`src/rtl/bus_arbiter.sv`:
```
// bus_arbiter: grants one of NumReq requesters access to a single shared memory port, with
// at most one transaction outstanding (IDLE -> ISSUE -> WAIT_RSP -> IDLE).
// Optional feature: define BUS_ARB_ROUND_ROBIN_EN for round-robin arbitration with a rotating
// priority pointer; leave it undefined for fixed priority (lowest index wins).
module bus_arbiter #(
  parameter int unsigned NumReq    = 4,
  parameter int unsigned AddrWidth = 32,
  parameter int unsigned DataWidth = 32
) (
  input  logic                 clk_i,
  input  logic                 rst_i,
  input  logic [NumReq-1:0]    req_valid_i,
  output logic [NumReq-1:0]    req_ready_o,
  input  logic [AddrWidth-1:0] req_addr_i  [NumReq],
  input  logic [DataWidth-1:0] req_wdata_i [NumReq],
  input  logic                 req_we_i    [NumReq],
  output logic [NumReq-1:0]    rsp_valid_o,
  output logic [DataWidth-1:0] rsp_rdata_o [NumReq],
  output logic                 mem_req_valid_o,
  input  logic                 mem_req_ready_i,
  output logic [AddrWidth-1:0] mem_addr_o,
  output logic [DataWidth-1:0] mem_wdata_o,
  output logic                 mem_we_o,
  input  logic                 mem_rsp_valid_i,
  input  logic [DataWidth-1:0] mem_rsp_rdata_i,
  output logic [$clog2(NumReq)-1:0] grant_idx_o,
  output logic                 busy_o
);

  localparam int unsigned IdxWidth = $clog2(NumReq);

  typedef enum logic [1:0] {StIdle, StIssue, StWaitRsp} state_e;

  state_e              r_state;
  state_e              w_state_next;
  logic [IdxWidth-1:0] r_grant;
  logic [IdxWidth-1:0] w_winner;
  logic                w_any_valid;
  logic                w_rsp_done;

  assign w_any_valid = |req_valid_i;
  // A response only counts while a transaction is actually waiting for it.
  assign w_rsp_done  = (r_state == StWaitRsp) && mem_rsp_valid_i;

`ifdef BUS_ARB_ROUND_ROBIN_EN
  logic [IdxWidth-1:0] r_ptr;

  // Winner: first valid requester scanning upward from the pointer, wrapping around.
  always_comb begin : p_pick_rr
    int unsigned idx;
    logic        found;
    idx      = 0;
    found    = 1'b0;
    w_winner = '0;
    for (int unsigned k = 0; k < NumReq; k++) begin
      idx = (32'(r_ptr) + k) % NumReq;
      if (!found && req_valid_i[IdxWidth'(idx)]) begin
        w_winner = IdxWidth'(idx);
        found    = 1'b1;
      end
    end
  end

  // Pointer moves just past the owner each time a transaction completes.
  always_ff @(posedge clk_i or posedge rst_i) begin
    if (rst_i) begin
      r_ptr <= '0;
    end else if (w_rsp_done) begin
      r_ptr <= (32'(r_grant) == NumReq - 1) ? '0 : r_grant + IdxWidth'(1);
    end
  end
`else
  // Winner: lowest-index valid requester (scan downward so the lowest index is written last).
  always_comb begin
    w_winner = '0;
    for (int i = NumReq - 1; i >= 0; i--) begin
      if (req_valid_i[IdxWidth'(i)]) begin
        w_winner = IdxWidth'(i);
      end
    end
  end
`endif

  // State register.
  always_ff @(posedge clk_i or posedge rst_i) begin
    if (rst_i) begin
      r_state <= StIdle;
    end else begin
      r_state <= w_state_next;
    end
  end

  // Grant is captured only in IDLE, so late requests wait for the next arbitration round.
  always_ff @(posedge clk_i or posedge rst_i) begin
    if (rst_i) begin
      r_grant <= '0;
    end else if ((r_state == StIdle) && w_any_valid) begin
      r_grant <= w_winner;
    end
  end

  // Next-state and datapath routing; every lane is zero unless it is the owner.
  always_comb begin
    w_state_next    = r_state;
    mem_req_valid_o = 1'b0;
    mem_addr_o      = '0;
    mem_wdata_o     = '0;
    mem_we_o        = 1'b0;
    req_ready_o     = '0;
    rsp_valid_o     = '0;
    for (int i = 0; i < NumReq; i++) begin
      rsp_rdata_o[i] = '0;
    end

    unique case (r_state)
      StIdle: begin
        if (w_any_valid) begin
          w_state_next = StIssue;
        end
      end
      StIssue: begin
        mem_req_valid_o = 1'b1;
        mem_addr_o      = req_addr_i[r_grant];
        mem_wdata_o     = req_wdata_i[r_grant];
        mem_we_o        = req_we_i[r_grant];
        for (int i = 0; i < NumReq; i++) begin
          if (IdxWidth'(i) == r_grant) begin
            req_ready_o[i] = mem_req_ready_i;
          end
        end
        if (mem_req_ready_i) begin
          w_state_next = StWaitRsp;
        end
      end
      StWaitRsp: begin
        if (mem_rsp_valid_i) begin
          for (int i = 0; i < NumReq; i++) begin
            if (IdxWidth'(i) == r_grant) begin
              rsp_valid_o[i] = 1'b1;
              rsp_rdata_o[i] = mem_rsp_rdata_i;
            end
          end
          w_state_next = StIdle;
        end
      end
      default: w_state_next = StIdle;
    endcase
  end

  assign grant_idx_o = r_grant;
  assign busy_o      = (r_state != StIdle);

endmodule

```
`config.mk`:
```
export PLATFORM = sky130hd
export DESIGN_NAME = bus_arbiter
export DESIGN_NICKNAME = d
export VERILOG_FILES = /design/src/rtl/bus_arbiter.sv
export SDC_FILE = /design/constraint.sdc
export NUM_CORES = 1
export LEC_CHECK = 0
export ABC_AREA = 1
export CORE_AREA = 8 8 191 193
export DETAILED_ROUTE_END_ITERATION = 7
export DIE_AREA = 0 0 199 201
export GPL_ROUTABILITY_DRIVEN = 1
export HOLD_SLACK_MARGIN = 0.15
export PLACE_DENSITY = 0.45
export SYNTH_ARGS = -nofsm -noshare
export SYNTH_HDL_FRONTEND = slang
export SYNTH_SLANG_ARGS = --single-unit
```
`constraint.sdc`:
```
create_clock -name clk_i -period 1.85 [get_ports clk_i]
set_input_delay 0.37 -clock clk_i [delete_from_list [all_inputs] [get_ports clk_i]]
set_output_delay 0.37 -clock clk_i [all_outputs]
set_load 0.01 [all_outputs]
```
==> impl_metrics.yaml <==
routing:
  ant_nets: 0
  top_layer: "met4"
  drt_wl_total_microns: 17500
  drt_first_pass_iters: 4
  via_count: 3631
  drc: 0
  dr.first_iter.drc_count: 108
  wire_per_inst_microns: 14.6
  post_drt_via_cell_ratio: 3.03
  wl_met1_microns: 6760
  met2_length_microns: 9210
  wl_met3_microns: 1440
yosys:
  yosysSeqAreaShare: 0.0348
  synthCells: 419
  synthDistinctLibCells: 20
  syn_area_sq_um: 2160
  synth_seq_cells: 3
  synth.avg_cell_area_sq_um: 5.15
  ys_warn_count: 0
  synth.top_cell.area_share: 0.240
  yosysTopAreaCell: "buf_4"
  synth.area.top_cells: "buf_4, nand2_1, a21oi_1"
critical_path:
  required_ns: 1.48
  rr_startpoint: "grant_idx_o[0]$_DFFE_PP0P_"
  cp-start-kind: "flip-flop"
  cp_max_fo: 8
  rr_worst_depth: 4
  critPathLaunch: "grant_idx_o[0]$_DFFE_PP0P_"
  cp-end-kind: "primary output"
  critical_path_class: "flip-flop to primary output"
  crit_arrival_ns: 1.69
final_layout:
  fin_cells: 1198
  areaGrowthSynthToFinish_pct: 180
  final_common_cell: "clkdlybuf4s50_1"
  finalInstanceArea_sq_um: 6030
  nets: 1051
  diodes: 0
  most-common-layout-cells: "clkdlybuf4s50_1, nand2_1, buf_2"
  drive_gt1_frac: 0.327
clock_tree:
  cts_sinks: 3
  root_buffer: "clkbuf_16"
  cts_max_path_buffers: 2
  ctsHoldBuffers: 0
  numCtsBuffers: 3
  cts_tree: "yes"
  clk_latency_ns: 0.22
  h-tree-depth: 1
  path_clk_slew_ns: 0.03
global_routing:
  grt_use_total: 0.0725
  gr-total-overflow: 0
  grt_pass1_vias: 3765
  grt_antenna_before_repair: 0
  grt_pass1_wl_microns: 22700
  grt_max_degree: 34
power_and_ir_drop:
  p_per_area_nw_per_um2: 1010
  power.leakage_uw: 0.00332
  irDropWorstVdd_mv: 0.319
placed_design:
  io_buffers: 305
  dpl-instance-area_sq_um: 5690
  dp_hpwl_microns: 13700
  dpl.cell_count: 1172
  place_congestion: 0.791
floorplan:
  fp.dieH_microns: 201
  rows: 67
  core-area_sq_um: 33300
  die_w_microns: 199
  start_util: 0.0649
  dieArea_sq_um: 40000
  top_level_ports: 505
run_status:
  run_status: "finished with violations"
  violations: "setup timing"
timing:
  tns_ns: -4.38
  grt_setup_unrepaired: "yes"
  max_freq_ghz: 0.486
  setup_viol: 44
  min_period_ns: 2.06
  slew_viol_final: 0
  final.period_utilization: 1.11
  fin_ws_ns: -0.207
  skew_ns: 0.000807
  finalHoldViolCount: 0
hold_path:
  hold_path_class: "input pin to asynchronous set/reset pin"
flow_run:
  cap_viol_max_count: 0
-- final cells by class --
| cell class | count | area, sq um |
|---|---|---|
| sequential | 3 | 76.3 |
| inverter | 43 | 171 |
| fill | 3818 | 27200 |
| multi-input combinational | 344 | 1720 |
| clock buffer | 4 | 78.8 |
| tap | 448 | 561 |
| timing repair buffer | 356 | 3430 |
-- registers in the layout (all words and copies together) (netlist names) --
register	flops
r_state	2
grant_idx_o	1
-- report_power, final --
group | internal (uW) | switching [uW] | total (uW)
Combinational | 2730 | 2890 | 5620
Clock | 284 | 59.4 | 344
Sequential | 101 | 53.3 | 154
-- kinds of logic after synthesis --
group / Yosys count / share of synthesized area
buffers and inverters: 140 / 0.409
other: 1 / 0.00174
AOI/OAI and AO/OA: 67 / 0.173
DFF: 3 / 0.0348
and+or+nand+nor: 208 / 0.381
-- metal layers --
layer,vias up,GRT usage
met1,1646,0.0758
met3,8,0.0181
met4,0,0.0101
met5,-,0
li1,1789,-
met2,188,0.144
-- cell usage after synthesis --
cell type and count:
a21oi_1 55, a21oi_2 10, buf_2 14, buf_4 69
buf_6 9, buf_8 1, clkbuf_1 4, conb_1 1
dfrtp_1 3, inv_1 41, inv_2 1, inv_4 1
nand2_1 126, nand2_2 10, nand3_1 1, nand3_2 2
nor2_1 67, nor3_1 2, o21ai_0 1, o22ai_1 1
-- critical path, stage by stage, from the launching register on --
cell	delay [ns]
dfrtp_2	0.46
inv_8	0.12
buf_12	0.11
buf_6	0.09
nand3_4	0.08
buf_6	0.14
buf_6	0.11
buf_12	0.15
nor2_4	0.09
buf_6	0.11
-- stage by stage --
step / hold WS, ns / power [uW] / worst slack [ns] / utilization
3_5_place_dp: 0.568 / 5310 / -0.406 / 0.171
4_1_cts: 0.340 / 5620 / -0.421 / 0.171
3_3_place_gp: 0.561 / 5340 / -0.392 / 0.171
6_report: 0.330 / 6120 / -0.207 / 0.181
5_1_grt: 0.358 / 6630 / -0.267 / 0.181
2_1_floorplan: 0.124 / 2360 / 0.373 / -
-- final timing paths --
kind                                                   end  slack (ns)
worst min register to register      r_state[1]$_DFFE_PP0P_        0.63
min in group clk_i                  r_state[1]$_DFFE_PP0P_        0.63
max in group asynchronous       grant_idx_o[0]$_DFFE_PP0P_        1.37
worst min-delay path                r_state[0]$_DFFE_PP0P_        0.33
worst max register to register  grant_idx_o[0]$_DFFE_PP0P_        0.79
worst max-delay path                       rsp_rdata_o[97]       -0.21
-- timing repair --
action,CTS,global route
pin swaps,0,9
buffers inserted,0,16
resized for setup,144,339
endpoints found under the hold margin,0,0
setup endpoints to repair,135,126
gates cloned,1,7
No activity file was read; power rests on OpenSTA's default activity.
